==> config.mk <==
export PLATFORM = sky130hd
export DESIGN_NAME = clk_div_flat
export DESIGN_NICKNAME = d
export VERILOG_FILES = /design/src/rtl/clk_div_if.sv /design/src/rtl/clk_div.sv /design/src/flat_wrapper.sv
export SDC_FILE = /design/constraint.sdc
export NUM_CORES = 1
export LEC_CHECK = 0
export CAP_MARGIN = 15
export CORE_MARGIN = 4
export CORE_UTILIZATION = 45
export CTS_BUF_LIST = sky130_fd_sc_hd__clkbuf_2 sky130_fd_sc_hd__clkbuf_4 sky130_fd_sc_hd__clkbuf_8
export DETAILED_ROUTE_END_ITERATION = 7
export GPL_TIMING_DRIVEN = 0
export MAX_ROUTING_LAYER = met4
export PLACE_DENSITY = 0.78
export REMOVE_ABC_BUFFERS = 1
export SETUP_SLACK_MARGIN = 0.1
export SYNTH_ARGS = -nofsm -noshare
export SYNTH_HDL_FRONTEND = slang
export SYNTH_SLANG_ARGS = --single-unit
==> constraint.sdc <==
create_clock -name i_ref_clk -period 3.25 [get_ports i_ref_clk]
set_input_delay 0.65 -clock i_ref_clk [delete_from_list [all_inputs] [get_ports i_ref_clk]]
set_output_delay 0.65 -clock i_ref_clk [all_outputs]
set_load 0.02 [all_outputs]
==> src/rtl/clk_div_if.sv <==
// Control and output bundle of the programmable clock divider.
// master = the block configuring the divider, slave = the divider itself.
interface clk_div_if #(
  parameter int DIV_RATIO_WIDTH = 8
);
  logic                       i_clk_en;
  logic [DIV_RATIO_WIDTH-1:0] i_div_ratio;
  logic                       o_div_clk;

  modport master (
    output i_clk_en,
    output i_div_ratio,
    input  o_div_clk
  );

  modport slave (
    input  i_clk_en,
    input  i_div_ratio,
    output o_div_clk
  );
endinterface

==> src/rtl/clk_div.sv <==
// Integer clock divider: o_div_clk = i_ref_clk / N, with ref-clock bypass when disabled or N < 2.
// Optional macro CLKDIV_DUTY50_EN adds a falling-edge flop that gives odd N a 50% duty cycle.
module clk_div #(
  parameter int DIV_RATIO_WIDTH = 8
) (
  input  logic     i_ref_clk,
  input  logic     i_rst_n,
  clk_div_if.slave bus
);

  typedef enum logic {
    ST_BYP,
    ST_RUN
  } state_t;

  localparam logic [DIV_RATIO_WIDTH-1:0] ONE = DIV_RATIO_WIDTH'(1);

  state_t                     state_q, state_d;
  logic [DIV_RATIO_WIDTH-1:0] cnt_q, cnt_d;
  logic [DIV_RATIO_WIDTH-1:0] ratio_q, ratio_d;
  logic                       div_q, div_d;
  logic                       divide_en;
  logic                       div_out;

  // Mode select depends only on registered ratio, so i_div_ratio never reaches the output combinationally.
  assign divide_en = bus.i_clk_en && (ratio_q > ONE);

  always_ff @(posedge i_ref_clk or negedge i_rst_n) begin
    if (!i_rst_n) begin
      state_q <= ST_BYP;
      cnt_q   <= '0;
      ratio_q <= '0;
      div_q   <= 1'b0;
    end else begin
      state_q <= state_d;
      cnt_q   <= cnt_d;
      ratio_q <= ratio_d;
      div_q   <= div_d;
    end
  end

  always_comb begin
    state_d = state_q;
    cnt_d   = cnt_q;
    ratio_d = ratio_q;
    div_d   = div_q;
    if (!divide_en) begin
      // Bypass holds the counter at its period-start value, so the ratio keeps being captured.
      state_d = ST_BYP;
      cnt_d   = '0;
      ratio_d = bus.i_div_ratio;
      div_d   = 1'b0;
    end else begin
      if ((state_q == ST_BYP) || (cnt_q == ratio_q - ONE)) begin
        cnt_d   = '0;
        ratio_d = bus.i_div_ratio;
      end else begin
        cnt_d = cnt_q + ONE;
      end
      if (ratio_d > ONE) begin
        state_d = ST_RUN;
        div_d   = (cnt_d < (ratio_d >> 1));
      end else begin
        state_d = ST_BYP;
        cnt_d   = '0;
        div_d   = 1'b0;
      end
    end
  end

`ifdef CLKDIV_DUTY50_EN
  logic ext_q;

  // Holds the high phase half a ref period past the falling edge of div_q for odd ratios.
  always_ff @(negedge i_ref_clk or negedge i_rst_n) begin
    if (!i_rst_n) begin
      ext_q <= 1'b0;
    end else begin
      ext_q <= div_q & ratio_q[0];
    end
  end

  assign div_out = div_q | ext_q;
`else
  assign div_out = div_q;
`endif

  assign bus.o_div_clk = i_rst_n & (divide_en ? div_out : i_ref_clk);

endmodule

==> src/flat_wrapper.sv <==
// flat-port wrapper written by rule: the top's interface ports become plain ports
module clk_div_flat 
#(
  parameter int DIV_RATIO_WIDTH = 8
)
  (i_ref_clk, i_rst_n, bus_i_clk_en, bus_i_div_ratio, bus_o_div_clk);
  clk_div_if #(.DIV_RATIO_WIDTH(DIV_RATIO_WIDTH)) bus_i ();
  input  logic i_ref_clk;
  input  logic i_rst_n;
  input wire logic [$bits(bus_i.i_clk_en)-1:0] bus_i_clk_en;
  input wire logic [$bits(bus_i.i_div_ratio)-1:0] bus_i_div_ratio;
  output wire logic [$bits(bus_i.o_div_clk)-1:0] bus_o_div_clk;
  assign bus_i.i_clk_en = bus_i_clk_en;
  assign bus_i.i_div_ratio = bus_i_div_ratio;
  assign bus_o_div_clk = bus_i.o_div_clk;
  clk_div #(.DIV_RATIO_WIDTH(DIV_RATIO_WIDTH)) u_core (.i_ref_clk(i_ref_clk), .i_rst_n(i_rst_n), .bus(bus_i));
endmodule
==> impl_metrics.env, run 1 <==
export IMPL_io_pins=12
export IMPL_final_area_um2=1910
export IMPL_hp_class="reg -> reg"
export IMPL_hold_depth=1
export IMPL_rr_worst_depth=16
export IMPL_grt_total_usage_pct=21.0
export IMPL_maxCapViolCount=0
export IMPL_drc=0
export IMPL_status="finished, final reports clean"
export IMPL_io_buffers=11
export IMPL_fin_tns_setup_ps=0
export IMPL_crit_slowest_cell="dfrtp_2"
export IMPL_grt_pass1_vias=1369
export IMPL_wl_met1_mm=1.66
export IMPL_ys_top_cells_by_area="dfrtp_1 (31%), ha_1 (7.8%), mux2_2 (6.2%), mux2i_1 (5.5%), xnor2_1 (5.4%)"
export IMPL_clkLatencyLatePin_ps=410
export IMPL_grt_overflow=0
export IMPL_yosysTopAreaCell="dfrtp_1"
export IMPL_drtIter0Drc=98
export IMPL_core_area_um2=3080
export IMPL_fin_nets=198
export IMPL_synth_cells=146
export IMPL_end_kind="flop"
export IMPL_drt_total_wl_mm=4.03
export IMPL_yosysSeqAreaShare_pct=31.0
export IMPL_hold_slack_ps=618
export IMPL_power_frac_comb_pct=27.5
export IMPL_cts_hold_buf=0
export IMPL_antenna_found_initial=0
export IMPL_synth_avg_cell_area_um2=9.94
export IMPL_r2r_end="u_core.div_out"
export IMPL_finalMaxSlewViolations=0
export IMPL_wl_met2_mm=2.07
export IMPL_highest_layer="met4"
export IMPL_hold_viol=0
export IMPL_slowest_delay_ps=450
export IMPL_dpl_hpwl_mm=2.36
export IMPL_grt_start_max_net_pins=20
export IMPL_path_max_fanout=4
export IMPL_timing_slew_headroom_pct=43.9
export IMPL_detail_route_wl_per_cell_um=18.2
export IMPL_die_height_um=64.8
export IMPL_whs_endpoint="u_core.cnt_q[0]"
export IMPL_switching_share_pct=30.9
export IMPL_drive_gt1_share_pct=42.9
export IMPL_syn_to_final_growth_pct=31.9
export IMPL_start_util_pct=47.2
export IMPL_synth_edff_count=0
export IMPL_cp_required_ps=3590
export IMPL_die_w_um=64.8
export IMPL_netlist_area_um2=1450
export IMPL_path_class="reg -> reg"
export IMPL_cp_start_kind="flop"
export IMPL_skew_ps=10.9
export IMPL_arrival_ps=3500
export IMPL_rows=20
export IMPL_finalPower_w=0.000645
export IMPL_synth_flop_cell="dfrtp_1"
export IMPL_min_delay_start="u_core.cnt_q[0]"
export IMPL_async_flop_share_pct=100
export IMPL_ant_nets=0
export IMPL_dr_wl_met3_um=128
export IMPL_p_clk_share_pct=32.4
export IMPL_grt_pass1_wl_mm=6.44
export IMPL_most_common_layout_cells="buf_4 (15), nor2_1 (12), dfrtp_1 (12), clkdlybuf4s50_1 (10)"
export IMPL_final_period_utilization_pct=97.4
export IMPL_num_antenna_cells=0
export IMPL_rsz0062_at_grt="yes"
export IMPL_p_int_w=0.000446
export IMPL_cp_cell_sequence="inv_2 -> ha_4 -> xnor2_1 -> or3_4 -> a2111oi_4 -> buf_4 -> a21o_4 -> buf_4 -> mux2i_4 -> ha_4 -> nor2_2 -> nor2_2 -> and3_1 -> o21ai_1 -> mux2i_1 -> nor3_2"
export IMPL_fin_crit_ps=3160
export IMPL_place_area_um2=1570
export IMPL_clk_pin_slew_ps=110
export IMPL_die_area_um2=4200
export IMPL_peakVddDrop_mv=0.279
export IMPL_sequentialPowerShare_pct=40.1
export IMPL_globalplace_congestion=0.861
export IMPL_cts_tree="done"
export IMPL_vias=1291
export IMPL_fmax_mhz=316
export IMPL_reg2reg_slack_ps=90
export IMPL_via_per_inst=5.84
export IMPL_synth_top_area_share_pct=31.0
export IMPL_ys_seq_elements=18
export IMPL_switchingPower_w=0.000199
export IMPL_p_leak_nw=0.809
export IMPL_setup_viol=0
export IMPL_drt_first_pass_iters=5
export IMPL_yosysUniqueCellTypes=40
export IMPL_yosysWarnings=0
export IMPL_mostFrequentLayoutCell="buf_4"
export IMPL_worstMarginPinSlew_ps=839
export IMPL_regToRegStartpoint="u_core.ratio_q[1]"
export IMPL_power_density_nw_per_um2=337
export IMPL_n_fill_cell=259
==> registers in the layout, indices dropped and copies added (netlist names) <==
name	cells
u_core.ratio_q	8
u_core.state_q	1
u_core.div_out	1
u_core.cnt_q	8
==> synthesized netlist by cell type, drive strengths merged (6+ instances only) <==
cell type,count
nor3,11
buf,6
o21ai,7
dfrtp,18
xnor2,9
nand2,7
nor2,16
nor2b,6
ha,9
mux2i,8
mux2,8
==> logic make-up after synthesis <==
logic type / after synthesis / share of synthesized area, %
simple gates: 62 / 26.8
compound gates: 18 / 10.9
flops: 18 / 31.0
mux: 16 / 11.7
xor+xnor: 13 / 7.84
buf+inv: 10 / 3.97
fa+ha+maj: 9 / 7.76
==> power by group through the flow <==
stage                     clock [W]  sequential (W)  combinational (W)
after floorplan           0.0000117        0.000255          0.0000824
after global placement    0.0000189        0.000262           0.000111
after detailed placement  0.0000189        0.000263           0.000116
after CTS                  0.000214        0.000255           0.000154
after global routing       0.000234        0.000260           0.000192
final                      0.000209        0.000259           0.000178
==> critical path: cells and delay by family (launching register included) <==
| family | cells | cell delay [ps] |
|---|---|---|
| XOR/XNOR | 1 | 110 |
| AND/OR/NAND/NOR | 5 | 840 |
| adder cells (fa/ha/maj) | 2 | 430 |
| flip-flops | 1 | 450 |
| AO/OA/AOI/OAI | 3 | 490 |
| buffers and inverters | 3 | 410 |
| multiplexers | 2 | 350 |
==> metal layers <==
metal,up-vias,track usage (%)
met5,-,-
met4,0,14.2
met3,19,4.16
met2,42,33.0
met1,639,24.2
li1,591,-
==> worst max path at each step <==
stage / endpoint / from / slack (ps) / cells past startpoint
2_1_floorplan: u_core.div_out / u_core.ratio_q[0] / -20 / 13
3_3_place_gp: u_core.div_out / u_core.ratio_q[1] / -340 / 13
3_5_place_dp: u_core.div_out / u_core.ratio_q[1] / -400 / 13
4_1_cts: u_core.div_out / u_core.ratio_q[4] / 100 / 14
5_1_grt: u_core.div_out / u_core.ratio_q[1] / -100 / 16
6_report: u_core.div_out / u_core.ratio_q[1] / 90 / 16
==> what timing repair did <==
item                                    in CTS  in global routing
hold endpoints to repair                     0                  0
cloned                                       2                  0
gates resized for setup                     19                 16
endpoints found under the setup margin       3                  2
buffers inserted                            12                  5
pin swaps                                    9                  9
==> stage by stage <==
stage,setup slack (ps),utilization [%],std cells
floorplan,-17.5,-,140
global placement,-341,51.1,195
detailed placement,-396,51.1,195
CTS,105,58.7,216
global route,-101,62.2,221
finish,85.6,62.2,221
==> layout make-up <==
type,count,area [um2],area share (%)
multi-input combinational,120,1070,56.0
sequential,18,458,23.9
timing repair buffer,27,248,12.9
clock buffer,8,66.3,3.46
tap,44,55.1,2.88
inverter,4,15.0,0.784
(Power assumes the default switching activity.)
==> inputs of run 2 (changes only) <==
--- a/config.mk
+++ b/config.mk
@@ -6,6 +6,7 @@
 export NUM_CORES = 1
 export LEC_CHECK = 0
 export CAP_MARGIN = 15
+export CORE_ASPECT_RATIO = 0.9
 export CORE_MARGIN = 4
 export CORE_UTILIZATION = 45
 export CTS_BUF_LIST = sky130_fd_sc_hd__clkbuf_2 sky130_fd_sc_hd__clkbuf_4 sky130_fd_sc_hd__clkbuf_8
==> run 2 against run 1 <==
Compared with the run above:
- count of clock-buffer cells in the layout did not move
- via count fell by 0.31%
- flip-flop and latch count did not move
- clock skew fell by 9.3 ps
- register-to-register slack improved by 120 ps
- worst setup slack improved by 120 ps
- highest routed layer unchanged
==> impl_metrics.env, run 2 (synthesis results as in run 1) <==
export IMPL_regToRegStartpoint="u_core.ratio_q[2]"
export IMPL_place_ws_ps=-402
export IMPL_switching_share_pct=31.0
export IMPL_path_max_fanout=5
export IMPL_hold_viol=0
export IMPL_r2r_end="u_core.div_out"
export IMPL_finalPower_w=0.000643
export IMPL_hp_class="reg -> reg"
export IMPL_grt_start_max_net_pins=20
export IMPL_p_clk_share_pct=32.6
export IMPL_fin_util_pct=61.8
export IMPL_grt_pass1_vias=1339
export IMPL_use_met2_pct=32.7
export IMPL_start_util_pct=47.3
export IMPL_reg2reg_slack_ps=210
export IMPL_cp_cell_sequence="buf_4 -> nor2_1 -> a31oi_1 -> or3_4 -> a2111oi_4 -> buf_4 -> a21o_4 -> mux2i_2 -> ha_1 -> nand4_1 -> nor2_2 -> buf_4 -> a21boi_0 -> mux2i_1 -> nor3_2"
export IMPL_most_common_layout_cells="buf_4 (18), nor2_1 (13), dfrtp_1 (13), clkdlybuf4s50_1 (10)"
export IMPL_p_int_w=0.000444
export IMPL_die_area_um2=4200
export IMPL_peakVddDrop_mv=0.272
export IMPL_final_period_utilization_pct=93.7
export IMPL_finalMaxSlewViolations=0
export IMPL_fin_nets=200
export IMPL_skew_ps=1.54
export IMPL_core_area_um2=3070
export IMPL_die_height_um=61.9
export IMPL_dp_cells=193
export IMPL_switchingPower_w=0.000200
export IMPL_detail_route_wl_per_cell_um=17.8
export IMPL_top_usage_layer="met2"
export IMPL_drive_gt1_share_pct=41.3
export IMPL_grt_overflow=0
export IMPL_grt_total_usage_pct=20.7
export IMPL_worstMarginPinSlew_ps=858
export IMPL_use_met3_pct=4.68
export IMPL_num_antenna_cells=0
export IMPL_drc=0
export IMPL_vias=1287
export IMPL_antenna_found_initial=0
export IMPL_multiInputGateArea_um2=1050
export IMPL_die_w_um=67.9
export IMPL_met1_usage_pct=24.3
export IMPL_setup_viol=0
export IMPL_syn_to_final_growth_pct=30.6
export IMPL_rows=19
export IMPL_grt_pass1_wl_mm=6.11
export IMPL_power_frac_comb_pct=27.6
export IMPL_drt_total_wl_mm=3.93
export IMPL_drtIter0Drc=101
export IMPL_arrival_ps=3380
export IMPL_timing_slew_headroom_pct=42.6
export IMPL_clk_pin_slew_ps=100
export IMPL_place_area_um2=1570
export IMPL_fmax_mhz=328
export IMPL_slowest_delay_ps=450
export IMPL_fin_ws_ps=206
export IMPL_fin_crit_ps=3040
export IMPL_rsz0062_at_grt="yes"
export IMPL_rr_worst_depth=15
export IMPL_n_fill_cell=239
export IMPL_cp_required_ps=3590
export IMPL_globalplace_congestion=0.930
export IMPL_maxCapViolCount=0
export IMPL_seqCellArea_um2=457
export IMPL_via_per_inst=5.82
export IMPL_critical_path_top_delay_family="simple AND/OR/NAND/NOR gates"
export IMPL_whs_endpoint="u_core.cnt_q[0]"
export IMPL_dpl_hpwl_mm=2.39
export IMPL_path_class="reg -> reg"
export IMPL_cts_hold_buf=0
export IMPL_io_buffers=11
export IMPL_power_density_nw_per_um2=339
export IMPL_final_cells=221
export IMPL_cp_start_kind="flop"
export IMPL_hold_depth=1
export IMPL_cpMostUsedCell="buf_4"
export IMPL_ant_nets=0
export IMPL_sequentialPowerShare_pct=39.8
export IMPL_status="finished, final reports clean"
export IMPL_clkLatencyLatePin_ps=410
export IMPL_drt_first_pass_iters=4
export IMPL_cts_tree="done"
export IMPL_worst_path_buf_inv=3
export IMPL_mostFrequentLayoutCell="buf_4"
export IMPL_end_kind="flop"
export IMPL_min_delay_start="u_core.cnt_q[0]"
export IMPL_io_pins=12
export IMPL_largestRegisters="u_core.cnt_q x8, u_core.ratio_q x8"
export IMPL_p_leak_nw=0.818
export IMPL_final_area_um2=1900
export IMPL_crit_slowest_cell="dfrtp_2"
run 2: cell types whose count changed in the layout (fill, tap and decap cells not counted), sizes merged:
cell,change
buf,+2
run 2: metrics by stage:
step | TNS [ps] | hold WS [ps]
5_1_grt | -5.59 | 609
2_1_floorplan | -17.5 | 354
4_1_cts | 0 | 582
3_5_place_dp | -402 | 572
3_3_place_gp | -330 | 562
6_report | 0 | 606
run 2: what timing repair did:
action | in CTS | in global routing
hold endpoints to repair | 0 | 0
cloned | 2 | 0
pin swaps | 10 | 13
resized for setup | 17 | 11
buffers inserted | 13 | 6
endpoints found under the setup margin | 3 | 2
run 2: worst reg2reg max path: stages (launching register included):
cell and delay (ps):
dfrtp_2 450, buf_4 160, nor2_1 100, a31oi_1 100, or3_4 380, a2111oi_4 180
buf_4 190, a21o_4 180, mux2i_2 230, ha_1 280, nand4_1 100, nor2_2 50
buf_4 130, a21boi_0 150, mux2i_1 110, nor3_2 180
run 2: area by class of cell:
cell class | count | area share [%]
timing repair buffer | 29 | 13.5
clock buffer | 8 | 3.37
tap | 42 | 2.77
inverter | 4 | 0.792
multi-input combinational | 120 | 55.5
sequential | 18 | 24.1
run 2: power groups by stage:
stage          Clock (W)  Combinational, W  Sequential (W)
6_report        0.000210          0.000177        0.000256
3_3_place_gp   0.0000189          0.000111        0.000262
3_5_place_dp   0.0000189          0.000117        0.000263
4_1_cts         0.000217          0.000162        0.000253
5_1_grt         0.000227          0.000191        0.000257
2_1_floorplan  0.0000117         0.0000824        0.000255
run 2: worst max-delay path by stage:
stage,cells after the start,from,end,slack (ps)
after global placement,13,u_core.ratio_q[0],u_core.div_out,-330
final,15,u_core.ratio_q[2],u_core.div_out,210
after global routing,14,u_core.ratio_q[4],u_core.div_out,-6
after floorplan,13,u_core.ratio_q[0],u_core.div_out,-20
after detailed placement,14,u_core.ratio_q[0],u_core.div_out,-400
after CTS,14,u_core.ratio_q[1],u_core.div_out,100
run 2: layer usage:
| metal | wire, um | vias to the layer above | share of wire (%) |
|---|---|---|---|
| met1 | 1580 | 619 | 40 |
| met5 | 0 | - | 0 |
| met2 | 1950 | 57 | 50 |
| met3 | 258 | 16 | 6.6 |
| li1 | - | 595 | - |
| met4 | 144 | 0 | 3.7 |
